--- src/rtl/jh_round_engine_pkg.sv ---
// Shared definitions for the JH round engine: S-boxes, linear layer L,
// the P_d nibble permutation and the controller state encoding.
package jh_round_engine_pkg;

  typedef enum logic [1:0] {
    IDLE = 2'd0,
    RUN  = 2'd1,
    DONE = 2'd2
  } jh_fsm_e;

  localparam logic [3:0] S0 [16] = '{
    4'h9, 4'h1, 4'hD, 4'h7, 4'h4, 4'h2, 4'h3, 4'h8,
    4'h0, 4'hA, 4'hC, 4'h5, 4'hB, 4'h6, 4'hF, 4'hE
  };

  localparam logic [3:0] S1 [16] = '{
    4'h4, 4'h0, 4'hF, 4'hA, 4'h2, 4'hB, 4'h9, 4'h5,
    4'h8, 4'h3, 4'hD, 4'h7, 4'h1, 4'hE, 4'h6, 4'hC
  };

  // Source nibble of output nibble i for P_d = phi_d o P'_d o pi_d.
  function automatic int perm_idx(input int dim, input int i);
    int h, a, b;
    h = 1 << (dim - 1);
    a = (i < h) ? i : (i ^ 1);
    b = (a < h) ? 2 * a : 2 * (a - h) + 1;
    return ((b % 4) >= 2) ? (b ^ 1) : b;
  endfunction

  // Nibble bit 0 carries element bit A0 of the linear layer.
  function automatic logic [3:0] lin_mix(input logic [3:0] x);
    return {x[0], x[3] ^ x[0], x[2], x[1]};
  endfunction

  // Returns {b_out, a_out} so it packs straight into the state vector.
  function automatic logic [7:0] lin_pair(input logic [3:0] a, input logic [3:0] b);
    logic [3:0] d, c;
    d = b ^ lin_mix(a);
    c = a ^ lin_mix(d);
    return {d, c};
  endfunction

endpackage

--- src/rtl/jh_round_engine_if.sv ---
// Operand/result handshake bundle between the compression wrapper and the engine.
interface jh_round_engine_if #(
  parameter int DIM = 6
);
  localparam int SW = 4 * (2 ** DIM);
  localparam int CW = 2 ** DIM;

  logic          in_valid;
  logic          in_ready;
  logic [SW-1:0] state_in;
  logic [CW-1:0] rc_in;
  logic          out_valid;
  logic          out_ready;
  logic [SW-1:0] state_out;

  modport master (
    output in_valid, state_in, rc_in, out_ready,
    input  in_ready, out_valid, state_out
  );

  modport slave (
    input  in_valid, state_in, rc_in, out_ready,
    output in_ready, out_valid, state_out
  );

endinterface

--- src/rtl/jh_round_engine_round.sv ---
// One combinational JH round R_d: per-nibble S-box select, linear layer L, permutation P_d.
module jh_round_engine_round
  import jh_round_engine_pkg::*;
#(
  parameter int DIM = 6
) (
  input  logic [4*(2**DIM)-1:0] state_i,
  input  logic [(2**DIM)-1:0]   sel_i,
  output logic [4*(2**DIM)-1:0] state_o
);

  localparam int N = 2 ** DIM;

  logic [4*N-1:0] lin;

  // Nibble i sits at bits [4i+3:4i]; its S-box select is constant bit N-1-i.
  for (genvar p = 0; p < N / 2; p++) begin : g_pair
    logic [3:0] nib_a, nib_b;
    assign nib_a = sel_i[N-1-2*p] ? S1[state_i[8*p +: 4]]   : S0[state_i[8*p +: 4]];
    assign nib_b = sel_i[N-2-2*p] ? S1[state_i[8*p+4 +: 4]] : S0[state_i[8*p+4 +: 4]];
    assign lin[8*p +: 8] = lin_pair(nib_a, nib_b);
  end

  for (genvar i = 0; i < N; i++) begin : g_perm
    localparam int SRC = perm_idx(DIM, i);
    assign state_o[4*i +: 4] = lin[4*SRC +: 4];
  end

endmodule

--- src/rtl/jh_round_engine.sv ---
// Iterated JH round engine: ROUNDS rounds of R_d, UNROLL per clock, with the
// round constant regenerated on the fly by a dimension DIM-2 all-S0 round.
module jh_round_engine
  import jh_round_engine_pkg::*;
#(
  parameter int DIM    = 6,
  parameter int ROUNDS = 6 * (DIM - 1),
  parameter int UNROLL = 1
) (
  input  logic             clk,
  input  logic             rst_n,
  jh_round_engine_if.slave bus
);

  localparam int SW = 4 * (2 ** DIM);
  localparam int CW = 2 ** DIM;
  localparam int RW = $clog2(ROUNDS + 1);

  jh_fsm_e       fsm_q, fsm_d;
  logic [RW-1:0] rcnt_q, rcnt_d;
  logic [SW-1:0] state_q, state_d;
  logic [CW-1:0] rc_q, rc_d;
  logic          load;
  logic          last;

  logic [(UNROLL+1)*SW-1:0] st_c;
  logic [(UNROLL+1)*CW-1:0] rc_c;

  assign st_c[SW-1:0] = state_q;
  assign rc_c[CW-1:0] = rc_q;

  // Round u consumes C_u while the constant chain produces C_{u+1} alongside it.
  for (genvar u = 0; u < UNROLL; u++) begin : g_unroll
    jh_round_engine_round #(.DIM(DIM)) u_state (
      .state_i (st_c[u*SW +: SW]),
      .sel_i   (rc_c[u*CW +: CW]),
      .state_o (st_c[(u+1)*SW +: SW])
    );
    jh_round_engine_round #(.DIM(DIM - 2)) u_const (
      .state_i (rc_c[u*CW +: CW]),
      .sel_i   ('0),
      .state_o (rc_c[(u+1)*CW +: CW])
    );
  end

  always_ff @(posedge clk or negedge rst_n) begin
    if (!rst_n) begin
      fsm_q   <= IDLE;
      rcnt_q  <= '0;
      state_q <= '0;
      rc_q    <= '0;
    end else begin
      fsm_q   <= fsm_d;
      rcnt_q  <= rcnt_d;
      state_q <= state_d;
      rc_q    <= rc_d;
    end
  end

  assign last = (int'(rcnt_q) + UNROLL) == ROUNDS;

  always_comb begin
    fsm_d = fsm_q;
    unique case (fsm_q)
      IDLE:    if (bus.in_valid) fsm_d = RUN;
      RUN:     if (last) fsm_d = DONE;
      DONE:    if (bus.out_ready) fsm_d = bus.in_valid ? RUN : IDLE;
      default: fsm_d = IDLE;
    endcase
  end

  always_comb begin
    bus.in_ready  = 1'b0;
    bus.out_valid = 1'b0;
    unique case (fsm_q)
      IDLE: bus.in_ready = 1'b1;
      DONE: begin
        bus.out_valid = 1'b1;
        bus.in_ready  = bus.out_ready;
      end
      default: ;
    endcase
  end

  // The state register doubles as the result register; it only moves in RUN or on a load.
  assign bus.state_out = state_q;
  assign load          = bus.in_valid & bus.in_ready;

  always_comb begin
    state_d = state_q;
    rc_d    = rc_q;
    rcnt_d  = rcnt_q;
    if (load) begin
      state_d = bus.state_in;
      rc_d    = bus.rc_in;
      rcnt_d  = '0;
    end else if (fsm_q == RUN) begin
      state_d = st_c[UNROLL*SW +: SW];
      rc_d    = rc_c[UNROLL*CW +: CW];
      rcnt_d  = rcnt_q + RW'(UNROLL);
    end
  end

endmodule

--- src/flat_wrapper.sv ---
// flat-port wrapper written by rule: the top's interface ports become plain ports
module jh_round_engine_flat import jh_round_engine_pkg::*;
#(
  parameter int DIM    = 6,
  parameter int ROUNDS = 6 * (DIM - 1),
  parameter int UNROLL = 1
)
  (clk, rst_n, bus_in_valid, bus_state_in, bus_rc_in, bus_out_ready, bus_in_ready, bus_out_valid, bus_state_out);
  jh_round_engine_if #(.DIM(DIM)) bus_i ();
  input  logic clk;
  input  logic rst_n;
  input wire logic [$bits(bus_i.in_valid)-1:0] bus_in_valid;
  input wire logic [$bits(bus_i.state_in)-1:0] bus_state_in;
  input wire logic [$bits(bus_i.rc_in)-1:0] bus_rc_in;
  input wire logic [$bits(bus_i.out_ready)-1:0] bus_out_ready;
  output wire logic [$bits(bus_i.in_ready)-1:0] bus_in_ready;
  output wire logic [$bits(bus_i.out_valid)-1:0] bus_out_valid;
  output wire logic [$bits(bus_i.state_out)-1:0] bus_state_out;
  assign bus_i.in_valid = bus_in_valid;
  assign bus_i.state_in = bus_state_in;
  assign bus_i.rc_in = bus_rc_in;
  assign bus_i.out_ready = bus_out_ready;
  assign bus_in_ready = bus_i.in_ready;
  assign bus_out_valid = bus_i.out_valid;
  assign bus_state_out = bus_i.state_out;
  jh_round_engine #(.DIM(DIM), .ROUNDS(ROUNDS), .UNROLL(UNROLL)) u_core (.clk(clk), .rst_n(rst_n), .bus(bus_i));
endmodule
--- config.mk ---
export PLATFORM = sky130hd
export DESIGN_NAME = jh_round_engine_flat
export DESIGN_NICKNAME = d
export VERILOG_FILES = /design/src/rtl/jh_round_engine_pkg.sv /design/src/rtl/jh_round_engine_if.sv /design/src/rtl/jh_round_engine_round.sv /design/src/rtl/jh_round_engine.sv /design/src/flat_wrapper.sv
export SDC_FILE = /design/constraint.sdc
export NUM_CORES = 2
export LEC_CHECK = 0
export BUFFER_PORTS_ARGS = -buffer_cell sky130_fd_sc_hd__clkbuf_2
export CORE_MARGIN = 5
export CORE_UTILIZATION = 35
export CTS_BUF_LIST = sky130_fd_sc_hd__clkbuf_8 sky130_fd_sc_hd__clkbuf_16
export CTS_CLUSTER_SIZE = 14
export DETAILED_ROUTE_END_ITERATION = 8
export GPL_TIMING_DRIVEN = 1
export PLACE_DENSITY_LB_ADDON = 0.1
export SYNTH_ARGS = -nofsm -noshare
export SYNTH_HDL_FRONTEND = slang
export SYNTH_SLANG_ARGS = --single-unit
--- constraint.sdc ---
create_clock -name clk -period 2.5 [get_ports clk]
set_input_delay 0.125 -clock clk [delete_from_list [all_inputs] [get_ports clk]]
set_output_delay 0.125 -clock clk [all_outputs]
set_load 0.005 [all_outputs]
* Yosys cells after proc, flatten, opt, wreduce, memory -nomap -nowiden
Memory sizes are Yosys's and may differ from the RTL's. Index checks and enable logic that the tools add are counted.
Operators by class: reductions and logical operators 3, add/sub/neg operators 2, equality and inequality tests 6, bitwise gates (word level) 241, mux-type cells 365, $lt $le $gt $ge 80
Operator list (number):
- $mux W4 | 352
- $mux W256 | 2
- $ge A5 B5 Y1 const B | 80
- $not A4 Y5 | 80
- $xor A4 B4 Y4 | 80
- $mux W64 | 2
- $xor A1 B1 Y1 | 80
- $eq A32 B6 Y1 const B | 1
- $mux W5 | 2
- $add A5 B1 Y6 const B | 1
- $mux W2 | 3
- $pmux W2 S3 | 1
- $add A5 B1 Y5 const B | 1
- $ne A2 B2 Y1 const B | 2
- $reduce_and A3 Y1 | 1
- $eq A2 B1 Y1 const B | 1
- $eq A2 B2 Y1 const B | 1
- $logic_not A2 Y1 | 1
- $mux W1 | 2
- $ne A2 B1 Y1 const B | 1
- $pmux W1 S2 | 1
- $reduce_bool A2 Y1 | 1
- $and A1 B1 Y1 | 1
Word-level totals: input port bits 324, memories kept 144, flip-flop bits (word level) 327, word-level logic and storage cells 845, bits in read-only memories 9216
Memories:
- (name not given) | words 16, bits a word 4, rd ports 1, clocked after memory_dff 0, wr ports 0, line jh_round_engine_round.sv:19 | assign nib_a = sel_i[N-1-2*p] ? S1[state_i[8*p +: 4]] : S0[state_i[8*p +: 4]];
- (name not given) | words 16, bits a word 4, rd ports 1, clocked after memory_dff 0, wr ports 0, line jh_round_engine_round.sv:19
- (name not given) | words 16, bits a word 4, rd ports 1, clocked after memory_dff 0, wr ports 0, line jh_round_engine_round.sv:20 | assign nib_b = sel_i[N-2-2*p] ? S1[state_i[8*p+4 +: 4]] : S0[state_i[8*p+4 +: 4]];
- (name not given) | words 16, bits a word 4, rd ports 1, clocked after memory_dff 0, wr ports 0, line jh_round_engine_round.sv:20
- (name not given) | words 16, bits a word 4, rd ports 1, clocked after memory_dff 0, wr ports 0, line jh_round_engine_round.sv:19
- (name not given) | words 16, bits a word 4, rd ports 1, clocked after memory_dff 0, wr ports 0, line jh_round_engine_round.sv:19
- 138 more memories

* Longest topological paths before layout
depth in word-level cells 11, depth in mapped cells 10

* Cells and area by module
From an unflattened synthesis, not the netlist that was laid out.
Unflattened totals: cell total of the unflattened synthesis 5464, area, all modules 43797.0 um^2
By module, submodules not included:
- jh_round_engine_round (u_core.g_unroll[0].u_state) | seq. area each 0.0 um^2, area an instance 22150.0 um^2, cells an instance 3016, times used 1
- jh_round_engine | seq. area each 8182.8 um^2, area an instance 15881.5 um^2, cells an instance 1684, times used 1
- jh_round_engine_round (u_core.g_unroll[0].u_const) | seq. area each 0.0 um^2, area an instance 5765.5 um^2, cells an instance 764, times used 1

* Least setup slack after synthesis
Ideal clock, no wire load.
kind flip-flop to flip-flop, from reg u_core.state_q[160], in the netlist u_core.bus.state_out[160], to reg u_core.state_q[81], in the netlist u_core.bus.state_out[81], slack 0.173 ns, data required time 2.382 ns, buffers on the path 0, data arrival time 2.209 ns, cell stages (with the launch flop) 9, cell sequence dfrtp_1 -> inv_1 -> ha_1 -> inv_1 -> mux4_2 -> o21ai_0 -> xnor2_1 -> xnor2_1 -> a21o_1
Between the ends: cells in the longest elaborated chain, start to end 10, elaborated cells on any way between the ends 13, those cells by class mux: 7; bitwise: 4; memory: 2
Ends and longest elaborated chain:
- from (decl) | line jh_round_engine.sv:21 | logic [SW-1:0] state_q, state_d;
- from (signal assigned) | line jh_round_engine.sv:55 | state_q <= state_d;
- $not A4 Y5 (implied by the code) (*) | line jh_round_engine_round.sv:19
- $mem_v2 Z16 W4
- $mux W4 (implied by the code) (2 in a row) | line jh_round_engine_round.sv:19
- $mux W4 (*) | line jh_round_engine_round.sv:19
- $xor A1 B1 Y1 | line jh_round_engine_pkg.sv:32 | return {x[0], x[3] ^ x[0], x[2], x[1]};
- $xor A4 B4 Y4 | line jh_round_engine_pkg.sv:38 | d = b ^ lin_mix(a);
- $xor A4 B4 Y4 (*) | line jh_round_engine_pkg.sv:39 | c = a ^ lin_mix(d);
- $mux W256 (*) | line jh_round_engine.sv:97 | end else if (fsm_q == RUN) begin
- $mux W256 (*) | line jh_round_engine.sv:93 | if (load) begin
Every way passes the cells marked *; elsewhere a longest branch is shown, timed or not. The select of a mux whose other input is x is not followed. A chain may end at the register's enable or synchronous reset.

* Final worst setup path
from reg u_core.rc_q[41], to reg u_core.rc_q[51]
Between the ends: cells in the longest elaborated chain, start to end 8
Ends and longest elaborated chain:
- from (decl) | line jh_round_engine.sv:22 | logic [CW-1:0] rc_q, rc_d;
- from (signal assigned) | line jh_round_engine.sv:56 | rc_q <= rc_d;
- $not A4 Y5 (implied by the code) (*) | line jh_round_engine_round.sv:19
- $mem_v2 Z16 W4 (*)
- $mux W4 (implied by the code) (*) (2 in a row) | line jh_round_engine_round.sv:19
- $xor A4 B4 Y4 | line jh_round_engine_pkg.sv:38
- $xor A4 B4 Y4 (*) | line jh_round_engine_pkg.sv:39
- $mux W64 (*) | line jh_round_engine.sv:97
- $mux W64 (*) | line jh_round_engine.sv:93
Marks and branches as above.

==> run summary <==
The fraction of synthesized cell area taken by the top area cell type was 0.2059; the share of async-settable or async-resettable flops after synthesis was 1.000. The logs give 11150 for the layout filler cell count and 0 for the aggregate global routing overflow. In this run the clock root is driven by a sky130_fd_sc_hd__clkbuf_16. The share of synthesized area occupied by flip-flops and latches came out at 0.2059. Across the routed clock network, the largest skew measured is 0.02451 ns. The number of register bits inferred by synthesis was 327.

For this run, the leading register cell type out of synthesis is sky130_fd_sc_hd__dfrtp_1. The number of nets in the synthesized netlist is 5517. The startpoint of the most critical register-to-register path was u_core.rc_q[41]. The tools report the overall fraction of global-route tracks in use as 0.2580.

The clock-pin slew on the worst setup and hold paths is 0.06 ns, and the final-report hold violation count is 0. The initial standard-cell utilization of the core is 0.3527. The worst setup path is launched from a flop. The floorplan step defined a core boundary enclosing 0.1127 mm^2. The fraction of the cycle the final worst path needs is 0.9766, and the post-synthesis cell area is 0.03973 mm^2. The end of the worst register-to-register path is u_core.rc_q[51]. The first-pass GRT wire length was 242600 um; the CTS sink count was 327. The worst hold path class was in2async. The gate count of the mapped netlist was 4704; the number of antenna violations at the first check in global routing was 23. The area added between synthesis and finish is 31.21%, and the maximum clock path buffer count is 3.

For the worst flop-to-flop path, the logic depth is 8. The die span in y is 346.9 um. Setup violations remaining at the end of the flow were counted as 0.

The number of pins with negative max-slew slack in the final report was 0. The stage delay of the slowest cell on the critical path was 0.43 ns. In the final design database the tool counted 6585 nets. The average size of a mapped cell came out at 8.447 um^2. The finished layout cell area is 0.05214 mm^2, and the routability-driven placement congestion ratio is 0.9164. The run finished with clean final reports. The proportion of layout cells with a drive suffix above 1 is 0.2408.

The critical path goes through inv_1, ha_1, o21ai_0, o21ai_1, xnor2_1, xor2_1, buf_4, o21ai_0. The top fanout value on the critical path works out to 5. Leaving out fill and tap cells, the most frequent cells in the layout are 580 x sky130_fd_sc_hd__clkbuf_2, 488 x sky130_fd_sc_hd__ha_1, 458 x sky130_fd_sc_hd__buf_4, 457 x sky130_fd_sc_hd__o21ai_0, 372 x sky130_fd_sc_hd__a21oi_1.

The dominant cell type by area after synthesis is sky130_fd_sc_hd__dfrtp_1. Across all layers, the routed design uses 39460 vias. The worst path in the final design needs a cycle of 2.441 ns, including I/O delays and setup. The post-detailed-route count of antenna-violating nets came out at 0. The number of different library cells used by synthesis comes to 69.

Sorting the synthesized cells by area gives the leading types as sky130_fd_sc_hd__dfrtp_1 21%, sky130_fd_sc_hd__ha_1 15%, sky130_fd_sc_hd__xnor2_1 6.3%. Leaving out fill and tap cells, the most frequent cell in the layout is sky130_fd_sc_hd__clkbuf_2. The critical path capture point type was a flop. Adding up every negative setup slack in the final design gives 0 ns.

The tools report the post-route worst hold slack as 0.07452 ns. On the critical path, the stage with the largest delay is an instance of sky130_fd_sc_hd__dfrtp_1. The tools report the yosys synthesis warning count as 0. For the area enclosed by the die boundary, the log shows 0.1204 mm^2. The placed instances occupy a cell area of 0.04686 mm^2. Maximum number of pins on one net before global-route repair: 99. TritonCTS built the clock tree. The sequential cell area is 0.008197 mm^2.

After detailed routing, the total wire length is 163200 um. Summing all multi-input logic gate instances after layout gives 0.02931 mm^2. For the pin with the worst max-slew slack, the measured transition is 0.8593 ns. The cell that appears most often on the critical path is sky130_fd_sc_hd__o21ai_0. The worst slew margin relative to its limit was 0.4252. Via count of the first global-routing pass: 38170. The number of design-rule violations left by the first detailed-router iteration came out at 2931.

The floorplan has 123 rows. The clock insertion delay at the later pin of the skew report was 0.64 ns; the routed wire length per instance was 22.28 um. The H-tree depth came out at 2. In this run the register-to-register setup slack is 0.06 ns. The number of vias per cell after detailed routing is 5.386.

The number of enable flip-flop cells after synthesis was 0. Data on the critical path is required at its endpoint by 2.99 ns. The setup path with the least slack is of type reg2reg. The first TritonRoute pass finished after 6 iterations. Clock tree synthesis inserted a total of 48 buffers.

In this run the horizontal extent of the chip is 346.9 um. The number of I/O pins came out at 582. For the arrival time of the worst setup path, the log shows 2.93 ns. Timing would allow up to 409.6 MHz. After detailed routing, the number of remaining DRC violations is 0.

The number of port buffers is 581. Across the run, the number of max-cap violations was 0. For the HPWL reported at the end of detailed placement, the log shows 125100 um.
-- routing by layer --
layer	vias to the layer above	part of all wire	GRT usage
met2	1096	0.45	0.4102
met5	-	0.00042	0
met1	19070	0.45	0.3549
met3	226	0.056	0.04329
met4	10	0.039	0.09134
li1	19050	-	-
-- through the flow --
step | worst slack (ns) | util | std cells
2_1_floorplan | 0.1729 | - | 4704
3_3_place_gp | -0.2450 | 0.4160 | 6897
6_report | 0.05853 | 0.4628 | 7326
5_1_grt | -0.007243 | 0.4626 | 7317
3_5_place_dp | -0.1760 | 0.4160 | 6897
4_1_cts | 0.005752 | 0.4601 | 7308
-- worst max-delay path by stage --
stage / from / end / cells past startpoint
2_1_floorplan: u_core.bus.state_out[160] / u_core.bus.state_out[81] / 8
3_3_place_gp: u_core.fsm_q[1] / u_core.bus.state_out[237] / 7
3_5_place_dp: u_core.bus.state_out[99] / u_core.bus.state_out[51] / 7
4_1_cts: u_core.bus.state_out[80] / u_core.bus.state_out[42] / 10
5_1_grt: u_core.bus.state_out[80] / u_core.bus.state_out[42] / 10
6_report: u_core.rc_q[41] / u_core.rc_q[51] / 8
-- sequential cells by signal, summed over array words and instances (netlist names) --
name and flops:
u_core.bus.state_out 256, u_core.fsm_q 2, u_core.rc_q 64, u_core.rcnt_q 5
-- worst max-delay path: cells and delay by family (launching register included) --
family / cells / cell delay, ns
xor+xnor: 2 / 0.82
compound gates: 3 / 0.45
fa+ha+maj: 1 / 0.29
flops: 1 / 0.43
buf+inv: 2 / 0.31
-- cell type report --
class,count,area share
Inverter,240,0.01728
Sequential cell,327,0.1572
Multi-Input combinational cell,3767,0.5622
Clock buffer,62,0.02695
Tap cell,1500,0.03600
Antenna cell,16,0.0007680
Timing Repair Buffer,1388,0.1939
Clock inverter,26,0.005712
-- cells in the mapped netlist (69+ instances only) --
cell and n:
sky130_fd_sc_hd__nor3b_1 91, sky130_fd_sc_hd__clkbuf_1 191, sky130_fd_sc_hd__nand2b_1 104, sky130_fd_sc_hd__nor2_1 257, sky130_fd_sc_hd__o21ai_0 459, sky130_fd_sc_hd__mux2i_1 164, sky130_fd_sc_hd__ha_1 489, sky130_fd_sc_hd__a211oi_1 92
sky130_fd_sc_hd__a22oi_1 208, sky130_fd_sc_hd__dfrtp_1 327, sky130_fd_sc_hd__a21oi_1 375, sky130_fd_sc_hd__mux4_2 104, sky130_fd_sc_hd__xnor2_1 286, sky130_fd_sc_hd__buf_2 134, sky130_fd_sc_hd__nand2_1 283, sky130_fd_sc_hd__nor2b_1 94
sky130_fd_sc_hd__inv_1 237, sky130_fd_sc_hd__xor2_1 114, sky130_fd_sc_hd__nor3_1 69
-- what timing repair did --
item / in CTS / in global routing
pin swaps: 0 / 9
endpoints found under the setup margin: 5 / 34
hold endpoints to repair: 651 / 0
resized for setup: 6 / 44
setup buffers: 0 / 2
hold buffers: 323 / 0
-- cell families (layout without fill, tap and decap cells) --
logic type | after synthesis | in the layout | synth area share
xor+xnor | 415 | 415 | 0.09494
flops | 327 | 327 | 0.2059
mux | 299 | 299 | 0.1094
other cells | 0 | 16 | 0
compound gates | 1580 | 1580 | 0.2499
simple gates | 984 | 984 | 0.1216
buf+inv | 610 | 1716 | 0.06417
fa+ha+maj | 489 | 489 | 0.1540
Power is left out: the tool's default activity adds up to more than one toggle a clock period on the data nets, which glitch-free logic cannot reach.
